===== config.mk =====
export PLATFORM = sky130hd
export DESIGN_NAME = reg_bank_write
export DESIGN_NICKNAME = d
export VERILOG_FILES = /design/src/rtl/reg_bank_pkg.sv /design/src/rtl/reg_bank_write.sv
export SDC_FILE = /design/constraint.sdc
export NUM_CORES = 1
export LEC_CHECK = 0
export CORE_ASPECT_RATIO = 0.7
export CORE_MARGIN = 2
export CORE_UTILIZATION = 40
export DETAILED_ROUTE_END_ITERATION = 10
export PLACE_DENSITY_LB_ADDON = 0.12
export SYNTH_ARGS = -nofsm -noshare
export SYNTH_HDL_FRONTEND = slang
export SYNTH_SLANG_ARGS = --single-unit

===== constraint.sdc =====
create_clock -name clk -period 4.15 [get_ports clk]
set_input_delay 0.83 -clock clk [delete_from_list [all_inputs] [get_ports clk]]
set_output_delay 0.83 -clock clk [all_outputs]
set_load 0.01 [all_outputs]

===== src/rtl/reg_bank_pkg.sv =====
// reg_bank_pkg
// Shared definitions for the register-bank write block: default sizes,
// the fixed number of register output ports, and the write FSM states.
package reg_bank_pkg;

  localparam int N_REGS_DEF = 8;
  localparam int DATA_W_DEF = 8;
  localparam int ADDR_W_DEF = 4;

  // The block always exposes D0..D7; registers beyond N_REGS read as zero.
  localparam int N_OUT = 8;

  typedef enum logic [1:0] {
    IDLE  = 2'd0,
    CLEAR = 2'd1,
    DRAIN = 2'd2
  } state_t;

endpackage


===== src/rtl/reg_bank_write.sv =====
// reg_bank_write
// Write side of a small register bank. Plain writes land directly in IDLE.
// A clear request zeroes one register per cycle. Any write that arrives during
// a clear, or together with the clear request, is held in a one-entry pending
// buffer and committed after the clear so it is not wiped out.
//
// Ports:
//   clk       rising-edge clock
//   rst       synchronous active-high reset
//   we        write request
//   wa        write address (ADDR_W bits)
//   wd        write data (DATA_W bits)
//   clr_req   request to zero every register
//   wr_ready  high when a write can be accepted (pending buffer empty)
//   busy      registered, high during CLEAR and DRAIN
//   addr_err  one-cycle pulse after an out-of-range write is accepted
//   D0..D7    register contents for the read mux
module reg_bank_write
  import reg_bank_pkg::*;
#(
  parameter int N_REGS  = N_REGS_DEF,
  parameter int DATA_W  = DATA_W_DEF,
  parameter int ADDR_W  = ADDR_W_DEF,
  parameter bit R0_ZERO = 1'b1
) (
  input  logic              clk,
  input  logic              rst,
  input  logic              we,
  input  logic [ADDR_W-1:0] wa,
  input  logic [DATA_W-1:0] wd,
  input  logic              clr_req,
  output logic              wr_ready,
  output logic              busy,
  output logic              addr_err,
  output logic [DATA_W-1:0] D0,
  output logic [DATA_W-1:0] D1,
  output logic [DATA_W-1:0] D2,
  output logic [DATA_W-1:0] D3,
  output logic [DATA_W-1:0] D4,
  output logic [DATA_W-1:0] D5,
  output logic [DATA_W-1:0] D6,
  output logic [DATA_W-1:0] D7
);

  state_t            state;
  logic [ADDR_W-1:0] cnt;
  logic              pend_valid;
  logic [ADDR_W-1:0] pend_addr;
  logic [DATA_W-1:0] pend_data;
  logic [DATA_W-1:0] regs [N_OUT];

  logic accept;
  logic in_range;

  assign wr_ready = ~pend_valid;
  assign accept   = we & ~pend_valid;
  assign in_range = int'(wa) < N_REGS;

  // Writes are decoded with a constant loop, not a variable index, so that
  // address bits wider than the register count never select past the array.
  // Register 0 is simply never written when it is hardwired to zero.
  always_ff @(posedge clk) begin
    if (rst) begin
      state      <= IDLE;
      cnt        <= '0;
      pend_valid <= 1'b0;
      pend_addr  <= '0;
      pend_data  <= '0;
      busy       <= 1'b0;
      addr_err   <= 1'b0;
      for (int i = 0; i < N_OUT; i++) regs[i] <= '0;
    end else begin
      addr_err <= 1'b0;
      unique case (state)
        IDLE: begin
          if (clr_req) begin
            state <= CLEAR;
            cnt   <= '0;
            busy  <= 1'b1;
            // A write in the same cycle as the clear must follow the clear.
            if (accept) begin
              if (in_range) begin
                pend_valid <= 1'b1;
                pend_addr  <= wa;
                pend_data  <= wd;
              end else begin
                addr_err <= 1'b1;
              end
            end
          end else if (accept) begin
            if (in_range) begin
              for (int i = 0; i < N_OUT; i++) begin
                if (i < N_REGS && wa == ADDR_W'(i) && !(R0_ZERO && i == 0))
                  regs[i] <= wd;
              end
            end else begin
              addr_err <= 1'b1;
            end
          end
        end

        CLEAR: begin
          for (int i = 0; i < N_OUT; i++) begin
            if (cnt == ADDR_W'(i)) regs[i] <= '0;
          end
          cnt <= cnt + ADDR_W'(1);
          if (accept) begin
            if (in_range) begin
              pend_valid <= 1'b1;
              pend_addr  <= wa;
              pend_data  <= wd;
            end else begin
              addr_err <= 1'b1;
            end
          end
          // A write captured on the last clear cycle still needs a drain.
          if (cnt == ADDR_W'(N_REGS - 1)) begin
            if (pend_valid || (accept && in_range)) begin
              state <= DRAIN;
            end else begin
              state <= IDLE;
              busy  <= 1'b0;
            end
          end
        end

        DRAIN: begin
          for (int i = 0; i < N_OUT; i++) begin
            if (i < N_REGS && pend_addr == ADDR_W'(i) && !(R0_ZERO && i == 0))
              regs[i] <= pend_data;
          end
          pend_valid <= 1'b0;
          state      <= IDLE;
          busy       <= 1'b0;
        end

        default: begin
          state <= IDLE;
          busy  <= 1'b0;
        end
      endcase
    end
  end

  assign D0 = R0_ZERO ? '0 : regs[0];
  assign D1 = regs[1];
  assign D2 = regs[2];
  assign D3 = regs[3];
  assign D4 = regs[4];
  assign D5 = regs[5];
  assign D6 = regs[6];
  assign D7 = regs[7];

endmodule


==> run summary, run 1 <==
- 1.954 nW — leak pwr
- sky130_fd_sc_hd__clkbuf_16 — cell at the root of the clock tree
- 532 — # placed instances
- 0 — final setup vio count
- yes — CTS tree
- 0 — number of maximum-capacitance violations
- 0.34 ns — Clk Latency, worst-skew pair
- 16 — Max Fanout on Critical Path
- reg -> reg — path class of the lowest-slack min-delay path
- flop — sort of element at the end of the critical path
- 0.005175 ns — final clock skew
- 4747 sq um — Final Instance Area
- in -> reg — startpoint-to-endpoint class of the critical path
- 0 — hold violation count in the final report
- 84.04 um — die extent in y
- 118.3 um — DIE WIDTH
- 4448 sq um — Post-DP Area
- 0 — count of instances resized after the clock tree is built
- 29 — FP Rows
- 3661 sq um — mapped cell area
- 0 — fin. max-slew vios
- 77 — total clock sinks
- 16590 um — wire length of the first global-routing pass
- 0 ns — Sum Neg Setup Slack
- 0 — global route total overflow
- 48.67% — sequential area share after synthesis
- 5.615 — mean number of vias per cell
- 9946 sq um — die outline area
- 1.051 ns — worst-margin pin slew
- 0 — post-CTS repair timing setup buffer count
- 0 — number of remaining DRC errors
- 9 — number of buffers created by CTS
- 56 — number of unique standard cell types used by synthesis
- 22.06% — Overall Global Routing Usage
- 352 — Mapped Cells
- 80.46% — post-route fraction of the period consumed by the critical path
- 77 — Seq cells post-synth
- 24 — number of synthesized flops with an enable pin
- 439 — Total Nets Final
- 7416 um — DP HPWL
- 53 x sky130_fd_sc_hd__dfxtp_1, 35 x sky130_fd_sc_hd__a21oi_1, 31 x sky130_fd_sc_hd__nor2_1 — top post-synthesis cells by count
- 1.798 mW — Power Total
- 10.40 sq um — Syn Area/Cell
- 8962 sq um — placeable core area
- 0.06 ns — clock-pin slew on the worst setup and hold paths
- 2 — largest buffer count on any clock path
- 28.98% — area share of the largest cell type after synthesis
- 0 — antenna diode instance count
- 0 — initial antenna violation count
- sky130_fd_sc_hd__dfxtp_1 — cell type contributing the most total cell area after synthesis
- 843 — filler cell count in the final layout
- 29.41% — remaining max-slew budget at the tightest pin
- sky130_fd_sc_hd__dfxtp_1 — most frequent cell after synthesis
- 0% — Async SR Flop Fraction
- 3.339 ns — final worst path period need
- 74 — count of input and output buffers
- 40.85% — Initial Utilization
- 19.53 um — per-cell routed wire length
- 548 — non-filler instance count after layout
- 299.5 MHz — fmax
- 378.7 nW/um^2 — power density normalized to cell area
- 3.43 ns — Crit path arrival time
- input pin — startpoint type of the worst setup path
- 4 — DR pass1 iterations
- 18 — pin count of the biggest net entering global routing
- 200 — 1st-iter DRT viols
- 10700 um — post-detailed-routing wire length
- 8.962% — layout cells sized above 1
- 0 — Routed Antenna Nets
- 170.3 uV — maximum ir drop on the vdd rail
- no — RSZ-0062 raised after global routing
- sky130_fd_sc_hd__dfxtp_1 — prevailing post-synth register cell
- 0.8369 — GPL Wtd Cong
- 4.24 ns — data required time of the critical path
- sky130_fd_sc_hd__dfxtp_1 29%, sky130_fd_sc_hd__edfxtp_1 20%, sky130_fd_sc_hd__mux2i_1 5.2% — largest cells by area after synthesis
- 0 — CTS Hold Buffers Added
- 3 — CTS H-Tree Depth
- 29.67% — area growth from synthesis to layout
- 3077 — vias post-DR
- 0 — Yosys warning count
- 83 — top-level I/O count
- 2926 — number of global-route vias before repair
- finished clean — run status
-- layout by cell type (no fill, tap or decap), types with 3 or more instances in the layout --
master / count
sky130_fd_sc_hd__o31ai_1: 8
sky130_fd_sc_hd__nand4_1: 4
sky130_fd_sc_hd__ha_1: 4
sky130_fd_sc_hd__inv_1: 4
sky130_fd_sc_hd__conb_1: 8
sky130_fd_sc_hd__a21oi_1: 35
sky130_fd_sc_hd__mux2i_1: 19
sky130_fd_sc_hd__a22oi_1: 4
sky130_fd_sc_hd__a21o_1: 9
sky130_fd_sc_hd__a22o_1: 16
sky130_fd_sc_hd__buf_4: 9
sky130_fd_sc_hd__clkdlybuf4s50_1: 74
sky130_fd_sc_hd__o21ai_0: 19
sky130_fd_sc_hd__dfxtp_1: 53
sky130_fd_sc_hd__nor2b_1: 3
sky130_fd_sc_hd__a211oi_1: 7
sky130_fd_sc_hd__nor2_1: 31
sky130_fd_sc_hd__a31oi_1: 3
sky130_fd_sc_hd__clkbuf_16: 10
sky130_fd_sc_hd__edfxtp_1: 24
sky130_fd_sc_hd__nor3_1: 9
sky130_fd_sc_hd__nand3_1: 7
sky130_fd_sc_hd__a32o_1: 16
sky130_fd_sc_hd__or4b_1: 3
sky130_fd_sc_hd__or3_1: 5
-- path summary, 6_finish.rpt --
| kind | endpoint | from | slack (ns) | depth (start not counted) |
|---|---|---|---|---|
| setup / recovery | regs[0][16]$_SDFFCE_PP0P_ | rst | 0.81 | 7 |
| hold / removal | regs[0][56]$_SDFFE_PP0P_ | regs[0][56]$_SDFFE_PP0P_ | 0.45 | 1 |
| setup reg to reg | regs[0][16]$_SDFFCE_PP0P_ | state[0]$_SDFFE_PP0P_ | 1.31 | 5 |
| hold reg to reg | regs[0][56]$_SDFFE_PP0P_ | regs[0][56]$_SDFFE_PP0P_ | 0.45 | 1 |
-- stage by stage --
step           worst slack [ns]  hold WS, ns  utilization (%)
3_5_place_dp             0.4773       0.4420            49.63
5_1_grt                  0.7054       0.4681            52.97
6_report                 0.8107       0.4536            52.97
2_1_floorplan             1.401       0.4881                -
3_3_place_gp             0.5504       0.4381            49.63
4_1_cts                  0.8306       0.4563            52.97
-- sequential cells by signal, indices dropped and copies added (netlist names) --
| signal | flops |
|---|---|
| addr_err | 1 |
| busy | 1 |
| cnt | 4 |
| pend_addr | 4 |
| pend_data | 8 |
| pend_valid | 1 |
| regs | 56 |
| state | 2 |
-- cells by family after synthesis --
kind of cell | synth area share [%]
AOI/OAI and AO/OA | 23.75
buffers and inverters | 6.049
muxes | 5.502
other | 0.1024
and+or+nand+nor | 14.56
DFF | 48.67
adders and majority gates | 1.367
-- power by group --
group / total [mW] / internal [mW] / switching, mW / leakage (nW)
combinational: 0.188 / 0.0900 / 0.0978 / 1.13
sequential: 0.839 / 0.809 / 0.0296 / 0.682
clock: 0.771 / 0.472 / 0.299 / 0.147
-- cell type report --
cell class | instances | area, sq um | area share, %
Sequential cell | 77 | 1782 | 37.53
Multi-Input combinational cell | 243 | 1684 | 35.48
Timing Repair Buffer | 83 | 808.3 | 17.03
Clock buffer | 13 | 281.5 | 5.930
Tap cell | 124 | 155.1 | 3.268
Inverter | 5 | 18.77 | 0.3954
Clock inverter | 3 | 17.52 | 0.3690
-- worst max-delay path, stage by stage --
cell	delay, ns
sky130_fd_sc_hd__clkdlybuf4s50_1	0.70
sky130_fd_sc_hd__buf_4	0.24
sky130_fd_sc_hd__nand3b_4	0.18
sky130_fd_sc_hd__nor2_8	0.06
sky130_fd_sc_hd__a311o_1	0.41
sky130_fd_sc_hd__or3_1	0.62
sky130_fd_sc_hd__a32o_1	0.37
-- per-layer routing --
metal | wire length, um | part of all wire, % | global-route usage (%)
met1 | 5270 | 49 | 32.88
met2 | 4333 | 40 | 29.69
met3 | 919 | 8.6 | 6.762
met4 | 178 | 1.7 | 7.667
met5 | 0 | 0 | 0
No activity file was read; power rests on OpenSTA's default activity.
==> run 2: changes to the inputs <==
==> constraint.sdc (replaced) <==
create_clock -name clk -period 2.9 [get_ports clk]
set_input_delay 0.58 -clock clk [delete_from_list [all_inputs] [get_ports clk]]
set_output_delay 0.58 -clock clk [all_outputs]
set_load 0.01 [all_outputs]
==> run summary, run 2 (synthesized netlist as in run 1, its figures left out) <==
- 84.04 um — die extent in y
- sky130_fd_sc_hd__clkdlybuf4s50_1 — leading cell type in the layout, fill and taps excluded
- 0 — fin. max-slew vios
- input pin — startpoint type of the worst setup path
- 11230 um — post-detailed-routing wire length
- 310 — 1st-iter DRT viols
- 0.60 ns — highest cell delay on the worst timing path
- 0 — final setup vio count
- 543.0 nW/um^2 — power density normalized to cell area
- 54.46% — Core Util, Final
- regs[0][22]$_SDFFCE_PP0P_ — timing endpoint of the critical path
- 12.27% — layout cells sized above 1
- 23 — Max Fanout on Critical Path
- 3037 — number of global-route vias before repair
- 9 — number of buffers created by CTS
- 74 x sky130_fd_sc_hd__clkdlybuf4s50_1, 53 x sky130_fd_sc_hd__dfxtp_1, 35 x sky130_fd_sc_hd__a21oi_1 — top library cells by usage in the layout, fill and taps aside
- 24 — pin count of the biggest net entering global routing
- 35.08% — met1 usage
- 2.567 ns — final worst path period need
- 8962 sq um — placeable core area
- 30.05% — remaining max-slew budget at the tightest pin
- clkdlybuf4s50_1, buf_4, buf_4, o211ai_2, or3_1, buf_4, a32o_1 — cell-by-cell trace of the critical path
- regs — register containing the most flip-flops in the final layout
- 2.036 nW — leak pwr
- in -> reg — startpoint-to-endpoint class of the critical path
- 0 — post-CTS repair timing setup buffer count
- 0.46 ns — setup slack of the most critical reg-to-reg path
- 5.328% — global-route track usage on met3
- 1684 sq um — area used by multi-input combinational logic
- 0 — Routed Antenna Nets
- 0 — CTS Hold Buffers Added
- 0.06 ns — clock-pin slew on the worst setup and hold paths
- 1.041 ns — worst-margin pin slew
- 0 — initial antenna violation count
- 4881 sq um — Final Instance Area
- 40.85% — Initial Utilization
- 0.8227 — GPL Wtd Cong
- 0 ns — Sum Neg Setup Slack
- finished clean — run status
- 2.650 mW — Power Total
- 19.92 um — per-cell routed wire length
- no — RSZ-0062 raised after global routing
- flop — sort of element at the end of the critical path
- 2 — largest buffer count on any clock path
- 118.3 um — DIE WIDTH
- 77 — total clock sinks
- sky130_fd_sc_hd__buf_4 — Most Frequent Cell on Critical Path
- 2.97 ns — data required time of the critical path
- 1782 sq um — sequential cell area
- 31.90% — met2 Resource Use GR
- 0 — number of remaining DRC errors
- 564 — non-filler instance count after layout
- 334.5 uV — maximum ir drop on the vdd rail
- regs: 56 flops, pend_data: 8 flops — largest registers
- 548 — # placed instances
- 17330 um — wire length of the first global-routing pass
- sky130_fd_sc_hd__clkdlybuf4s50_1 — Slowest-stage cell, CP
- 455 — Total Nets Final
- 22.67% — Overall Global Routing Usage
- 33.32% — area growth from synthesis to layout
- reg -> reg — path class of the lowest-slack min-delay path
- 6 — DR pass1 iterations
- 0.01065 ns — final clock skew
- 2.64 ns — Crit path arrival time
- 0 — antenna diode instance count
- 389.6 MHz — fmax
- 74 — count of input and output buffers
- state[1]$_SDFFE_PP0P_ — R2R Path Start
- 5.743 — mean number of vias per cell
- 6 — depth of the worst register-to-register path
- 3239 — vias post-DR
- 4568 sq um — Post-DP Area
- 796 — filler cell count in the final layout
- 0.33 ns — Clk Latency, worst-skew pair
- 0 — global route total overflow
- rst — crit path from
- met1 — gr busiest metal
- 29 — FP Rows
- 83 — top-level I/O count
- 7668 um — DP HPWL
- 0 — count of instances resized after the clock tree is built
- 1 — number of stages on the worst hold path
- 3 — CTS H-Tree Depth
- regs[0][59]$_SDFFE_PP0P_ — capture point of the worst reg-to-reg path
- 88.51% — post-route fraction of the period consumed by the critical path
- 56 — flip-flop count of the largest register, all copies and words added
- 9946 sq um — die outline area
- sky130_fd_sc_hd__clkbuf_16 — cell at the root of the clock tree
- yes — CTS tree
- 0 — number of maximum-capacitance violations
- 0 — hold violation count in the final report
==> run 2: cell count changes in the layout (fill, tap and decap cells not counted), sizes merged <==
| cell | delta |
|---|---|
| buf | +16 |
| bufinv | +1 |
| clkbuf | -2 |
| clkinvlp | +1 |
==> run 2: worst min-delay path by stage <==
stage,from,endpoint
after global routing,regs[0][61]$_SDFFE_PP0P_,regs[0][61]$_SDFFE_PP0P_
after global placement,regs[0][60]$_SDFFE_PP0P_,regs[0][60]$_SDFFE_PP0P_
after CTS,regs[0][57]$_SDFFE_PP0P_,regs[0][57]$_SDFFE_PP0P_
after floorplan,regs[0][52]$_SDFFE_PP0P_,regs[0][52]$_SDFFE_PP0P_
final,regs[0][62]$_SDFFE_PP0P_,regs[0][62]$_SDFFE_PP0P_
after detailed placement,regs[0][57]$_SDFFE_PP0P_,regs[0][57]$_SDFFE_PP0P_
==> run 2: cell type report <==
cell class              instances  area share [%]
flip-flops and latches         77           36.50
multi-input cells             243           34.50
repair buffers                 99           19.02
clock buffers                  11           5.204
well taps                     124           3.179
clock inverters                 5           1.205
inverters                       5          0.3845
==> run 2: worst max-delay path: cells and delay by family <==
kind	cells	cell delay, ns
compound gates	2	0.43
buf+inv	4	1.24
simple gates	1	0.39
==> run 2: through the flow <==
stage | hold WS, ns | setup slack, ns
final | 0.4537 | 0.3333
after global placement | 0.4400 | 0.06266
after detailed placement | 0.4420 | 0.005792
after floorplan | 0.4881 | 0.4005
after global routing | 0.4777 | 0.2207
after CTS | 0.4568 | 0.3451
==> run 2: layer usage <==
metal	wire, um	part of all wire, %	vias up
li1	-	-	1500
met1	5335	47	1560
met2	4721	42	168
met3	1093	9.7	11
met4	83	0.74	0
met5	0	0	-
==> run 2: where the power goes <==
group | switching (mW) | leakage, nW | internal [mW]
sequential | 0.0435 | 0.682 | 1.16
clock | 0.446 | 0.147 | 0.719
combinational | 0.146 | 1.21 | 0.138
total | 0.635 | 2.04 | 2.02
